$ cat config.mk
export PLATFORM = sky130hd
export DESIGN_NAME = o_buff_drain
export DESIGN_NICKNAME = d
export VERILOG_FILES = /design/src/rtl/o_buff_drain_pkg.sv /design/src/rtl/o_drain_ptr.sv /design/src/rtl/o_buff_drain.sv
export SDC_FILE = /design/constraint.sdc
export NUM_CORES = 1
export LEC_CHECK = 0
export ABC_AREA = 1
export CORE_MARGIN = 2
export CORE_UTILIZATION = 52
export CTS_CLUSTER_DIAMETER = 200
export DETAILED_ROUTE_END_ITERATION = 8
export PLACE_DENSITY = 0.87
export SKIP_CTS_REPAIR_TIMING = 1
export SYNTH_ARGS = -nofsm -noshare
export SYNTH_HDL_FRONTEND = slang
export SYNTH_SLANG_ARGS = --single-unit
$ cat constraint.sdc
create_clock -name clk -period 2.7 [get_ports clk]
set_input_delay 0.54 -clock clk [delete_from_list [all_inputs] [get_ports clk]]
set_output_delay 0.54 -clock clk [all_outputs]
set_load 0.03 [all_outputs]
$ cat src/rtl/o_buff_drain_pkg.sv
// Shared defaults, FSM encoding and width helper for the O-buffer drain.
// Used by o_buff_drain and o_drain_ptr.
package o_buff_drain_pkg;

  localparam int DEF_DATA_WIDTH      = 8;
  localparam int DEF_NUM_PES_PER_ROW = 4;
  localparam int DEF_NUM_ROWS        = 4;
  localparam int DEF_O_BUFF_DEPTH    = 64;

  typedef enum logic [1:0] {
    IDLE  = 2'b00,
    WRITE = 2'b01,
    DONE  = 2'b10
  } state_t;

  // Bits needed to index 0..n-1, never less than one.
  function automatic int width(input int n);
    if (n <= 2) return 1;
    return $clog2(n);
  endfunction

endpackage

$ cat src/rtl/o_drain_ptr.sv
// Modulo-DEPTH write pointer for the O buffer: load, advance and a wrap pulse
// raised in the cycle after the pointer rolls over to 0.
module o_drain_ptr
  import o_buff_drain_pkg::*;
#(
  parameter int DEPTH = DEF_O_BUFF_DEPTH,
  parameter int AW    = width(DEPTH)
) (
  input  logic          clk,
  input  logic          rst,
  input  logic          load,
  input  logic [AW-1:0] load_addr,
  input  logic          advance,
  output logic [AW-1:0] ptr,
  output logic          wrap
);

  typedef logic [AW-1:0] addr_t;
  localparam addr_t LAST = addr_t'(DEPTH - 1);

  addr_t ptr_reg, ptr_next;
  logic  wrap_reg, wrap_next;

  // DEPTH need not be a power of two, so the rollover is an explicit compare.
  always_comb begin
    ptr_next  = ptr_reg;
    wrap_next = 1'b0;
    if (load) begin
      ptr_next = load_addr;
    end else if (advance) begin
      if (ptr_reg == LAST) begin
        ptr_next  = '0;
        wrap_next = 1'b1;
      end else begin
        ptr_next = ptr_reg + addr_t'(1);
      end
    end
  end

  always_ff @(posedge clk or negedge rst) begin
    if (!rst) begin
      ptr_reg  <= '0;
      wrap_reg <= 1'b0;
    end else begin
      ptr_reg  <= ptr_next;
      wrap_reg <= wrap_next;
    end
  end

  assign ptr  = ptr_reg;
  assign wrap = wrap_reg;

endmodule

$ cat src/rtl/o_buff_drain.sv
// Captures one PE-array result burst and writes it row-by-row into the O buffer.
// Optional macro O_DRAIN_SKIP_EMPTY_ROWS_EN: rows with an all-zero visible mask are skipped.
module o_buff_drain
  import o_buff_drain_pkg::*;
#(
  parameter int DATA_WIDTH      = DEF_DATA_WIDTH,
  parameter int NUM_PEs_PER_ROW = DEF_NUM_PES_PER_ROW,
  parameter int NUM_ROWS        = DEF_NUM_ROWS,
  parameter int O_BUFF_DEPTH    = DEF_O_BUFF_DEPTH,
  parameter int O_ADDR_WIDTH    = width(O_BUFF_DEPTH)
) (
  input  logic                                           clk,
  input  logic                                           rst,
  input  logic                                           result_valid,
  output logic                                           result_ready,
  input  logic [NUM_ROWS*NUM_PEs_PER_ROW*DATA_WIDTH-1:0] result,
  input  logic [NUM_ROWS*NUM_PEs_PER_ROW-1:0]            visible,
  input  logic                                           ptr_load,
  input  logic [O_ADDR_WIDTH-1:0]                        base_addr,
  output logic                                           o_wr_en,
  input  logic                                           o_wr_ready,
  output logic [O_ADDR_WIDTH-1:0]                        o_wr_addr,
  output logic [NUM_PEs_PER_ROW*DATA_WIDTH-1:0]          o_wr_data,
  output logic [NUM_PEs_PER_ROW-1:0]                     o_wr_mask,
  output logic                                           busy,
  output logic                                           done,
  output logic                                           wrap,
  output logic [O_ADDR_WIDTH-1:0]                        wr_ptr
);

  localparam int RW    = NUM_PEs_PER_ROW * DATA_WIDTH;
  localparam int ROW_W = width(NUM_ROWS);

  typedef logic [ROW_W-1:0] row_t;

  state_t                                state_reg, state_next;
  row_t                                  row_reg, row_next;
  logic [NUM_ROWS*RW-1:0]                result_reg;
  logic [NUM_ROWS*NUM_PEs_PER_ROW-1:0]   visible_reg;
  logic                                  capture;
  logic                                  accept;
  logic                                  ptr_load_idle;

  logic [RW-1:0]              row_data [NUM_ROWS];
  logic [NUM_PEs_PER_ROW-1:0] row_mask [NUM_ROWS];

  genvar gi;
  generate
    for (gi = 0; gi < NUM_ROWS; gi++) begin : g_rows
      assign row_data[gi] = result_reg[gi*RW +: RW];
      assign row_mask[gi] = visible_reg[gi*NUM_PEs_PER_ROW +: NUM_PEs_PER_ROW];
    end
  endgenerate

`ifdef O_DRAIN_SKIP_EMPTY_ROWS_EN
  logic [NUM_ROWS-1:0] in_nonempty;
  logic [NUM_ROWS-1:0] held_nonempty;
  logic                first_found, more_found;
  row_t                first_row, more_row;

  generate
    for (gi = 0; gi < NUM_ROWS; gi++) begin : g_nonempty
      assign in_nonempty[gi]   = |visible[gi*NUM_PEs_PER_ROW +: NUM_PEs_PER_ROW];
      assign held_nonempty[gi] = |row_mask[gi];
    end
  endgenerate

  // Priority picks: lowest non-empty row of the incoming burst, and lowest
  // non-empty latched row above the one being written.
  always_comb begin
    first_found = 1'b0;
    first_row   = '0;
    more_found  = 1'b0;
    more_row    = '0;
    for (int r = NUM_ROWS - 1; r >= 0; r--) begin
      if (in_nonempty[r]) begin
        first_found = 1'b1;
        first_row   = row_t'(r);
      end
      if (held_nonempty[r] && (row_t'(r) > row_reg)) begin
        more_found = 1'b1;
        more_row   = row_t'(r);
      end
    end
  end
`else
  localparam row_t LAST_ROW = row_t'(NUM_ROWS - 1);
`endif

  assign accept        = (state_reg == WRITE) && o_wr_ready;
  assign ptr_load_idle = ptr_load && (state_reg == IDLE);

  always_comb begin
    state_next = state_reg;
    row_next   = row_reg;
    capture    = 1'b0;
    case (state_reg)
      IDLE: begin
        if (result_valid) begin
          capture = 1'b1;
`ifdef O_DRAIN_SKIP_EMPTY_ROWS_EN
          row_next   = first_row;
          state_next = first_found ? WRITE : DONE;
`else
          row_next   = '0;
          state_next = WRITE;
`endif
        end
      end
      WRITE: begin
        if (o_wr_ready) begin
`ifdef O_DRAIN_SKIP_EMPTY_ROWS_EN
          if (more_found) begin
            row_next = more_row;
          end else begin
            row_next   = '0;
            state_next = DONE;
          end
`else
          if (row_reg == LAST_ROW) begin
            row_next   = '0;
            state_next = DONE;
          end else begin
            row_next = row_reg + row_t'(1);
          end
`endif
        end
      end
      DONE: begin
        state_next = IDLE;
      end
      default: begin
        state_next = IDLE;
      end
    endcase
  end

  always_ff @(posedge clk or negedge rst) begin
    if (!rst) begin
      state_reg   <= IDLE;
      row_reg     <= '0;
      result_reg  <= '0;
      visible_reg <= '0;
    end else begin
      state_reg <= state_next;
      row_reg   <= row_next;
      if (capture) begin
        result_reg  <= result;
        visible_reg <= visible;
      end
    end
  end

  o_drain_ptr #(
    .DEPTH (O_BUFF_DEPTH),
    .AW    (O_ADDR_WIDTH)
  ) u_ptr (
    .clk       (clk),
    .rst       (rst),
    .load      (ptr_load_idle),
    .load_addr (base_addr),
    .advance   (accept),
    .ptr       (wr_ptr),
    .wrap      (wrap)
  );

  // Everything below is decoded straight from registers, so it stays put while stalled.
  assign o_wr_en      = (state_reg == WRITE);
  assign o_wr_addr    = o_wr_en ? wr_ptr : '0;
  assign o_wr_data    = o_wr_en ? row_data[row_reg] : '0;
  assign o_wr_mask    = o_wr_en ? row_mask[row_reg] : '0;
  assign result_ready = (state_reg == IDLE);
  assign busy         = (state_reg != IDLE);
  assign done         = (state_reg == DONE);

endmodule
---- Word level (Yosys, flattened, before mapping) ----
Cells that the tools add are included.
storage, ports and cells
  bits in registers ....................... 155
  bits of input ports ..................... 155
  word-level logic and storage cells ...... 50
cells by class
  reduce and logical (&&, ||, !) cells .... 8
  $add $sub $neg .......................... 2
  $lt $le $gt $ge ......................... 1
  eq/ne operators ......................... 7
  bitwise logic cells ..................... 1
  muxes and demuxes ....................... 25
operators by type and width
  kind                   number
  $mux W32               3
  $bmux W32 S2           1
  $mux W6                4
  $mux W2                6
  $mux W4                3
  $bmux W4 S2            1
  $pmux W2 S2            2
  $add A6 B1 Y6 const B  1
  $eq A6 B6 Y1 const B   1
  $reduce_and A3 Y1      2
  $reduce_bool A2 Y1     3
  $mux W1                5
  $eq A2 B2 Y1 const B   2
  $ne A2 B1 Y1 const B   2
  $ge A3 B3 Y1 const B   1
  $not A2 Y3             1
  $add A2 B1 Y2 const B  1
  $eq A2 B1 Y1 const B   1
  $logic_and A1 B1 Y1    2
  $logic_not A2 Y1       1
  $ne A2 B2 Y1 const B   1

---- Logic depth before layout (Yosys ltp) ----
Gate-level depths: netlist of the first run.
  depth after elaboration ................. 5
  gate-level depth with buffers ........... 7

---- Cells and area by module ----
A second synthesis of the first run with hierarchy kept.
second synthesis, totals
  cell total of the unflattened synthesis .. 979
  area total of the unflattened synthesis .. 7706.1 um2
by module, submodules not included
  module        cells each  times used  area an instance (um2)  sequential area each (um2)
  o_buff_drain  931         1           7287.0                  3703.6
  o_drain_ptr   48          1           419.2                   175.2

---- Worst setup path after synthesis of the first run ----
No wires, ideal clock.
  path type ............................... register -> output
  from .................................... register row_reg[0]
  to ...................................... output port o_wr_mask[0]
  data required time ...................... 2.160 ns
  cell stages (with the launch flop) ...... 7
  arrival ................................. 1.431 ns
  path slack .............................. 0.729 ns
  path buffers ............................ 2
  path through ............................ dfrtp_1 > buf_2 > buf_2 > nor2_1 > nor2_1 > o21ai_0 > a21oi_1
on the way
  word-level cells in the longest chain between the ends .. 5
RTL lines
  what                                         line                 RTL
  start: declaration                           o_buff_drain.sv:37   row_t row_reg, row_next;
  start signal: assignment                     o_buff_drain.sv:146  row_reg <= row_next;
  $not A2 Y3 (not written as such)             o_buff_drain.sv:171  assign o_wr_mask = o_wr_en ? row_mask[row_reg] : '0;
  $bmux W4 S2                                  o_buff_drain.sv:171
  $mux W4 (not written as such) (2 in series)  o_buff_drain.sv:171
  $mux W4                                      o_buff_drain.sv:171
  end: declaration                             o_buff_drain.sv:24   output logic [NUM_PEs_PER_ROW-1:0] o_wr_mask,
No other way between the ends. The select of a mux whose other input is x is not followed.

---- Final worst setup path of the first run ----
  from .................................... register row_reg[0]
  to ...................................... output port o_wr_data[30]
on the way
  word-level cells in the longest chain between the ends .. 5
RTL lines
  what                                          line                 RTL
  $not A2 Y3 (not written as such)              o_buff_drain.sv:170  assign o_wr_data = o_wr_en ? row_data[row_reg] : '0;
  $bmux W32 S2                                  o_buff_drain.sv:170
  $mux W32 (not written as such) (2 in series)  o_buff_drain.sv:170
  $mux W32                                      o_buff_drain.sv:170
  end: declaration                              o_buff_drain.sv:23   output logic [NUM_PEs_PER_ROW*DATA_WIDTH-1:0] o_wr_data,
No other way between the ends. The select of a mux whose other input is x is not followed.

==> results of run 1 <==
-- metal layers --
layer  share of wire  wire [um]
met3           0.068       1350
met2            0.49       9750
met4           0.017        337
met5               0          0
met1            0.42       8290
-- critical path, stage by stage (launching register included) --
cell,delay [ns]
dfrtp_4,0.58
inv_2,0.08
buf_4,0.36
o21ai_0,0.18
a21oi_1,0.21
buf_4,0.21
-- per-stage QoR --
| step | utilization | worst slack, ns | cells | instance area (um^2) |
|---|---|---|---|---|
| floorplan | - | 0.729 | 990 | 7300 |
| detailed placement | 0.683 | 0.510 | 1336 | 9410 |
| finish | 0.728 | 0.120 | 1369 | 10000 |
| global placement | 0.683 | 0.550 | 1336 | 9410 |
| global route | 0.728 | 0.0189 | 1369 | 10000 |
| CTS | 0.727 | 0.120 | 1368 | 10000 |
-- final timing paths --
check	startpoint	endpoint	slack, ns	cells past startpoint
worst min register to register	result_reg[100]	result_reg[100]	0.47	2
worst max-delay path	row_reg[0]	o_wr_data[30]	0.12	5
worst min-delay path	rst	result_reg[5]	0.02	1
max in group asynchronous	rst	row_reg[1]	1.85	2
worst max register to register	state_reg[0]	result_reg[27]	0.91	6
min in group clk	result_reg[100]	result_reg[100]	0.47	2
-- report_power, final --
part	internal, mW	switching (mW)	total, mW
Sequential	3.42	0.667	4.08
Combinational	2.22	3.83	6.05
Clock	1.52	0.914	2.43
Total	7.16	5.41	12.6
-- Yosys cell counts, types with 3 or more instances --
library cell  count  area [um^2]
inv_1            18         67.6
nand2_1         465         1750
buf_2            39          195
buf_4             7         52.6
buf_1             3         11.3
nor2_1          158          593
inv_2             3         11.3
dfrtp_1         155         3880
o21ai_0          74          370
nand3_1          11         55.1
a21oi_1          37          185
clkbuf_1          7         26.3
-- cells by family (layout without fill, tap and decap cells) --
family | after synthesis | count (layout) | share of synthesized area
simple gates | 641 | 641 | 0.335
flops | 155 | 155 | 0.531
compound gates | 114 | 114 | 0.0785
buf+inv | 78 | 276 | 0.0514
fa+ha+maj | 2 | 2 | 0.00343
other cells | 0 | 1 | 0
-- area by class of cell --
type                            count  area [um^2]  area share
Tap cell                          180          225      0.0225
Inverter                           21         81.3     0.00811
Clock buffer                       20          467      0.0466
Timing Repair Buffer              223         2170       0.216
Antenna cell                        1         2.50    0.000250
Clock inverter                     12          145      0.0145
Multi-Input combinational cell    757         3050       0.304
Sequential cell                   155         3880       0.388
-- cell usage in the layout (no fill, tap or decap), drive strengths merged --
cell and n:
or2 1, a21oi 37, nor3 1, nand2 467
clkinvlp 4, o21ai 76, clkinv 5, nor2 160
clkbuf 20, dfrtp 155, nand3 11, clkdlybuf4s50 170
nand4 1, inv 21, o211ai 1, diode 1
ha 2, bufinv 3, buf 53
==> impl_table.tex, run 1 <==
\begin{tabular}{lr}
\hline
Metric & Value \\
\hline
\multicolumn{2}{l}{\textbf{Synthesis}} \\
Cell count after synthesis & 990 \\
EDFF count, synth & 0 \\
FF+latch count, synth & 155 \\
Mean area per synthesized cell & 7.37 um\^{}2 \\
Share of async-settable or async-resettable flops after synthesis & 1.00 \\
Netlist cell types & 21 \\
Most common flop cell mapped by yosys & dfrtp\_1 \\
Yosys warning total & 0 \\
Net count of the mapped netlist & 1147 \\
Cell area after synthesis & 7300 um\^{}2 \\
Share of synthesized area occupied by flip-flops and latches & 0.531 \\
\multicolumn{2}{l}{\textbf{Drt}} \\
Avg Vias per Cell & 5.15 \\
Total routed wirelength & 19700 um \\
Number of vias in the routed layout & 7054 \\
Count of routing violations after the opening detailed-route iteration & 786 \\
Post-route DRC violation count & 0 \\
Detailed-route wire length per cell & 14.4 um \\
Detailed Routing Iterations Pass 1 & 5 \\
Antenna viol nets, final & 0 \\
\multicolumn{2}{l}{\textbf{Critical path}} \\
Required time of the critical path & 2.16 ns \\
Arrival time at the worst endpoint & 2.04 ns \\
Setup crit start kind & register \\
Critical path peak fanout & 40 \\
WS Path Type & register to output port \\
Endpoint class of the critical path & output port \\
\multicolumn{2}{l}{\textbf{Timing}} \\
Max-slew violation count & 0 \\
Achievable Freq & 388 MHz \\
Portion of the clock cycle consumed by the worst path in the final layout & 0.956 \\
Count of endpoints failing setup in the final report & 0 \\
Measured slew at the worst slew-check pin & 0.608 ns \\
Total negative setup slack & 0 ns \\
RSZ-0062 raised after global routing & false \\
Final Hold Violating Endpoints & 0 \\
Post-Route Skew & 0.00530 ns \\
Fin Hold WS & 0.0250 ns \\
Max\_slew headroom & 0.594 \\
Time the final worst path needs with I/O delays and setup & 2.58 ns \\
\multicolumn{2}{l}{\textbf{Floorplan}} \\
Total number of placement rows & 43 \\
Width of the die & 122 um \\
Die Y & 122 um \\
Starting utilization of the core area & 0.530 \\
Area inside the core boundary & 13800 um\^{}2 \\
Die area & 15000 um\^{}2 \\
Ports placed on the boundary & 208 \\
\multicolumn{2}{l}{\textbf{Final layout}} \\
Flip-flop count of the largest register, all copies and words added & 128 \\
Layout fillers & 1054 \\
Final net count & 1332 \\
Syn-to-layout area delta & 37.3\% \\
Fraction of final layout cells sized beyond drive strength 1 & 0.0808 \\
\multicolumn{2}{l}{\textbf{Hold path}} \\
Hold Path Class & input port to asynchronous set/reset pin \\
\multicolumn{2}{l}{\textbf{GRT}} \\
Sum of overflow across all layers after global routing & 0 \\
All-layer global routing usage & 0.280 \\
Global-route wire length before repair & 32700 um \\
Met1 usage & 0.375 \\
Met3 global-route usage & 0.0534 \\
Layer carrying the most global-route usage & met2 \\
Via count of the first global-routing pass & 6947 \\
Pin count of the biggest net entering global routing & 83 \\
Met2 layer usage reported by global route & 0.458 \\
Initial antenna violation count & 1 \\
\multicolumn{2}{l}{\textbf{CTS}} \\
Clock sink count & 155 \\
Number of buffers created by CTS & 17 \\
Root Driver & clkbuf\_16 \\
Clock insertion delay at the later pin of the skew report & 0.41 ns \\
Total number of H-tree levels & 4 \\
Maximum count of clock buffers along a single path & 2 \\
Clock input transition at the sequential cells of the worst setup and hold paths & 0.06 ns \\
CTS tree & built \\
\multicolumn{2}{l}{\textbf{Placed design}} \\
Routability Congestion & 0.842 \\
Count of port buffers added during placement & 207 \\
DP HPWL & 13000 um \\
\multicolumn{2}{l}{\textbf{Power}} \\
Total power of the final layout & 12.6 mW \\
PD cells & 1250 nW/um\^{}2 \\
Leakage power summed over all cells & 5.05 nW \\
Maximum vdd ir drop & 783 uV \\
\multicolumn{2}{l}{\textbf{Run}} \\
Total of max-cap violations & 0 \\
\multicolumn{2}{l}{\textbf{Status}} \\
Result of the run & complete, no violations \\
\hline
\end{tabular}
Note: power is estimated with default switching activity, not from simulation.
==> inputs of run 2 (changes only) <==
Settings changed: ABC_AREA 1 to default, CORE_UTILIZATION 52 to 51, PLACE_DENSITY 0.87 to 0.86.
==> run 2 against run 1 <==
  * Clock power fell by 14%
  * Critical path depth did not move
  * Maximum frequency rose by 2.1%
  * Sequential share of layout area rose by 0.78 points
  * Sequential power rose by 2%
  * Setup slack improved by 0.052 ns
  * Critical path type unchanged
  * Core utilization fell by 1.2 points
  * Area after synthesis fell by 2.8%
  * Highest routed layer unchanged
  * Critical endpoint is now o_wr_data[29]
  * First-iteration DRC count fell by 71%
  * Die area fell by 0.85%
  * Routed wire length fell by 18%
  * Synthesized cell count fell by 54%
==> impl_table.tex, run 2 <==
\begin{tabular}{lr}
\hline
Metric & Value \\
\hline
\multicolumn{2}{l}{\textbf{Timing}} \\
Post-Route Skew & 0.00389 ns (was 0.00530 ns) \\
Final Hold Violating Endpoints & 0 (unchanged) \\
Max\_slew headroom & 0.612 (was 0.594) \\
RSZ-0062 raised after global routing & false (unchanged) \\
Time the final worst path needs with I/O delays and setup & 2.53 ns (was 2.58 ns) \\
Fin Hold WS & 0.105 ns (was 0.0250 ns) \\
Max-slew violation count & 0 (unchanged) \\
Count of endpoints failing setup in the final report & 0 (unchanged) \\
Total negative setup slack & 0 ns (unchanged) \\
Measured slew at the worst slew-check pin & 0.582 ns (was 0.608 ns) \\
Achievable Freq & 396 MHz (was 388 MHz) \\
Portion of the clock cycle consumed by the worst path in the final layout & 0.936 (was 0.956) \\
\multicolumn{2}{l}{\textbf{Critical path}} \\
Reg2Reg Depth & 5 (was 6) \\
Cell type group with the largest total delay on the critical path & buffers and inverters (unchanged) \\
Critical-path top delay cell & dfrtp\_1 (was dfrtp\_4) \\
Peak per-stage delay on the critical path & 0.47 ns (was 0.58 ns) \\
Critical Path, Cell by Cell & nand2b\_1 > clkinvlp\_4 > buf\_12 > and2\_1 > buf\_4 (was inv\_2 > buf\_4 > o21ai\_0 > a21oi\_1 > buf\_4) \\
WS Path Type & register to output port (unchanged) \\
Buffer and inverter count on the worst path & 3 (unchanged) \\
Arrival time at the worst endpoint & 1.99 ns (was 2.04 ns) \\
Capturing point of the worst reg2reg path & row\_reg[0] (was result\_reg[27]) \\
Setup crit start kind & register (unchanged) \\
Reg2Reg Setup Slack & 0.75 ns (was 0.91 ns) \\
Endpoint class of the critical path & output port (unchanged) \\
Critical path peak fanout & 37 (was 40) \\
Required time of the critical path & 2.16 ns (about the same) \\
Launch instance of the worst register-to-register path & state\_reg[1] (was state\_reg[0]) \\
\multicolumn{2}{l}{\textbf{Drt}} \\
Avg Vias per Cell & 5.45 (was 5.15) \\
Routed met1 length & 6370 um (was 8290 um) \\
WL met2 & 8140 um (was 9750 um) \\
Antenna viol nets, final & 0 (unchanged) \\
Number of vias in the routed layout & 4700 (was 7054) \\
Detailed-route wire length per cell & 18.7 um (was 14.4 um) \\
Detailed Routing Iterations Pass 1 & 4 (was 5) \\
Count of routing violations after the opening detailed-route iteration & 227 (was 786) \\
Post-route DRC violation count & 0 (unchanged) \\
Top layer reached by signal wires & met4 (unchanged) \\
Detailed route wirelength on metal3 & 1040 um (was 1350 um) \\
Total routed wirelength & 16100 um (was 19700 um) \\
\multicolumn{2}{l}{\textbf{Power}} \\
Total power of the final layout & 12.4 mW (was 12.6 mW) \\
PD cells & 1270 nW/um\^{}2 (was 1250 nW/um\^{}2) \\
Maximum vdd ir drop & 735 uV (was 783 uV) \\
Leakage power summed over all cells & 4.03 nW (was 5.05 nW) \\
\multicolumn{2}{l}{\textbf{Final layout}} \\
Commonest non-fill, non-tap cell in the layout & clkdlybuf4s50\_1 (was nand2\_1) \\
Flip-flop count of the largest register, all copies and words added & 128 (unchanged) \\
Final net count & 827 (was 1332) \\
Finished Layout Cells & 863 (was 1369) \\
Syn-to-layout area delta & 38.4\% (was 37.3\%) \\
Area occupied by multi-input gates & 3000 um\^{}2 (was 3050 um\^{}2) \\
Final design instance area without fill & 9820 um\^{}2 (was 10000 um\^{}2) \\
Fraction of final layout cells sized beyond drive strength 1 & 0.394 (was 0.0808) \\
Layout fillers & 911 (was 1054) \\
Most used cells in the layout excluding fill and tap cells & clkdlybuf4s50\_1 (165), dfrtp\_1 (153), mux2\_2 (145), buf\_4 (49), and2\_1 (40) (was nand2\_1 (464), clkdlybuf4s50\_1 (170), nor2\_1 (158), dfrtp\_1 (153), o21ai\_0 (74)) \\
Sequential cell area & 3880 um\^{}2 (about the same) \\
\multicolumn{2}{l}{\textbf{GRT}} \\
All-layer global routing usage & 0.223 (was 0.280) \\
Sum of overflow across all layers after global routing & 0 (unchanged) \\
Pin count of the biggest net entering global routing & 63 (was 83) \\
Initial antenna violation count & 1 (unchanged) \\
Global-route wire length before repair & 25000 um (was 32700 um) \\
Via count of the first global-routing pass & 5071 (was 6947) \\
\multicolumn{2}{l}{\textbf{Hold path}} \\
Hold Path Class & input port to asynchronous set/reset pin (unchanged) \\
\multicolumn{2}{l}{\textbf{Synthesis}} \\
Yosys warning total & 0 (unchanged) \\
Mean area per synthesized cell & 15.4 um\^{}2 (was 7.37 um\^{}2) \\
Dominant cells by area after synthesis & dfrtp\_1 (55\%), mux2\_2 (23\%), mux4\_2 (11\%), and2\_1 (3.5\%), buf\_4 (1.6\%) (was dfrtp\_1 (53\%), nand2\_1 (24\%), nor2\_1 (8.1\%), o21ai\_0 (5.1\%), buf\_2 (2.7\%)) \\
Most common flop cell mapped by yosys & dfrtp\_1 (unchanged) \\
Most instantiated library cell after synthesis & dfrtp\_1 (was nand2\_1) \\
Net count of the mapped netlist & 617 (was 1147) \\
EDFF count, synth & 0 (unchanged) \\
Share of async-settable or async-resettable flops after synthesis & 1.00 (unchanged) \\
Cell count after synthesis & 460 (was 990) \\
Synth area leader & dfrtp\_1 (unchanged) \\
Most instantiated cells after synthesis & dfrtp\_1 (155), mux2\_2 (145), and2\_1 (40) (was nand2\_1 (465), nor2\_1 (158), dfrtp\_1 (155)) \\
Cell area after synthesis & 7100 um\^{}2 (was 7300 um\^{}2) \\
FF+latch count, synth & 155 (unchanged) \\
Netlist cell types & 35 (was 21) \\
Share of synthesized area occupied by flip-flops and latches & 0.547 (was 0.531) \\
Share of the synthesized area in the top cell type & 0.547 (was 0.531) \\
\multicolumn{2}{l}{\textbf{Placed design}} \\
Routability Congestion & 0.841 (was 0.842) \\
Placement-stage cell area & 9270 um\^{}2 (was 9410 um\^{}2) \\
Count of port buffers added during placement & 207 (unchanged) \\
Cell count after placement & 828 (was 1336) \\
DP HPWL & 11300 um (was 13000 um) \\
\multicolumn{2}{l}{\textbf{CTS}} \\
Total number of H-tree levels & 4 (unchanged) \\
Clock insertion delay at the later pin of the skew report & 0.41 ns (about the same) \\
Root Driver & clkbuf\_16 (unchanged) \\
Number of buffers created by CTS & 17 (unchanged) \\
CTS tree & built (unchanged) \\
Clock sink count & 155 (unchanged) \\
Maximum count of clock buffers along a single path & 2 (unchanged) \\
Clock input transition at the sequential cells of the worst setup and hold paths & 0.06 ns (about the same) \\
\multicolumn{2}{l}{\textbf{Floorplan}} \\
Die Y & 122 um (about the same) \\
Starting utilization of the core area & 0.517 (was 0.530) \\
Area inside the core boundary & 13700 um\^{}2 (was 13800 um\^{}2) \\
Die area & 14900 um\^{}2 (was 15000 um\^{}2) \\
Width of the die & 122 um (about the same) \\
Ports placed on the boundary & 208 (unchanged) \\
Total number of placement rows & 43 (unchanged) \\
\multicolumn{2}{l}{\textbf{Status}} \\
Result of the run & complete, no violations (unchanged) \\
\multicolumn{2}{l}{\textbf{Run}} \\
Total of max-cap violations & 0 (unchanged) \\
\hline
\end{tabular}
[run 2: worst max path at each step]
stage | endpoint | cells past startpoint | from
2_1_floorplan | o_wr_data[16] | 4 | row_reg[0]
3_3_place_gp | result_reg[13] | 5 | result_valid
3_5_place_dp | result_reg[22] | 5 | result_valid
4_1_cts | o_wr_data[29] | 5 | state_reg[1]
5_1_grt | o_wr_data[29] | 5 | state_reg[1]
6_report | o_wr_data[29] | 5 | state_reg[1]
[run 2: routing by layer]
| metal | GRT usage | up-vias |
|---|---|---|
| met1 | 0.270 | 2387 |
| met2 | 0.368 | 173 |
| li1 | - | 2106 |
| met3 | 0.0641 | 34 |
| met4 | 0.108 | 0 |
| met5 | 0 | - |
[run 2: layout make-up]
cell class	count	share of cell area
clock buffers	24	0.0480
repair buffers	222	0.221
diodes	1	0.000255
clock inverters	7	0.00446
well taps	180	0.0229
flip-flops and latches	155	0.395
multi-input cells	268	0.305
inverters	6	0.00268
[run 2: metrics by stage]
step / utilization / worst slack (ns)
finish: 0.716 / 0.172
global route: 0.716 / 0.0726
CTS: 0.713 / 0.0485
detailed placement: 0.676 / 0.421
global placement: 0.676 / 0.461
floorplan: - / 0.700
[run 2: report_power, final]
group          leakage, nW  internal [mW]  switching [mW]
Sequential            1.83           3.51           0.652
Combinational         1.95           3.30            2.88
Clock                0.250           1.21           0.881
[run 2: logic make-up after synthesis]
| kind of cell | share of synthesized area |
|---|---|
| AO/OA/AOI/OAI | 0.0148 |
| XOR/XNOR | 0.00123 |
| multiplexers | 0.346 |
| adder cells (fa/ha/maj) | 0.00353 |
| AND/OR/NAND/NOR | 0.0561 |
| flip-flops | 0.547 |
| buffers and inverters | 0.0319 |
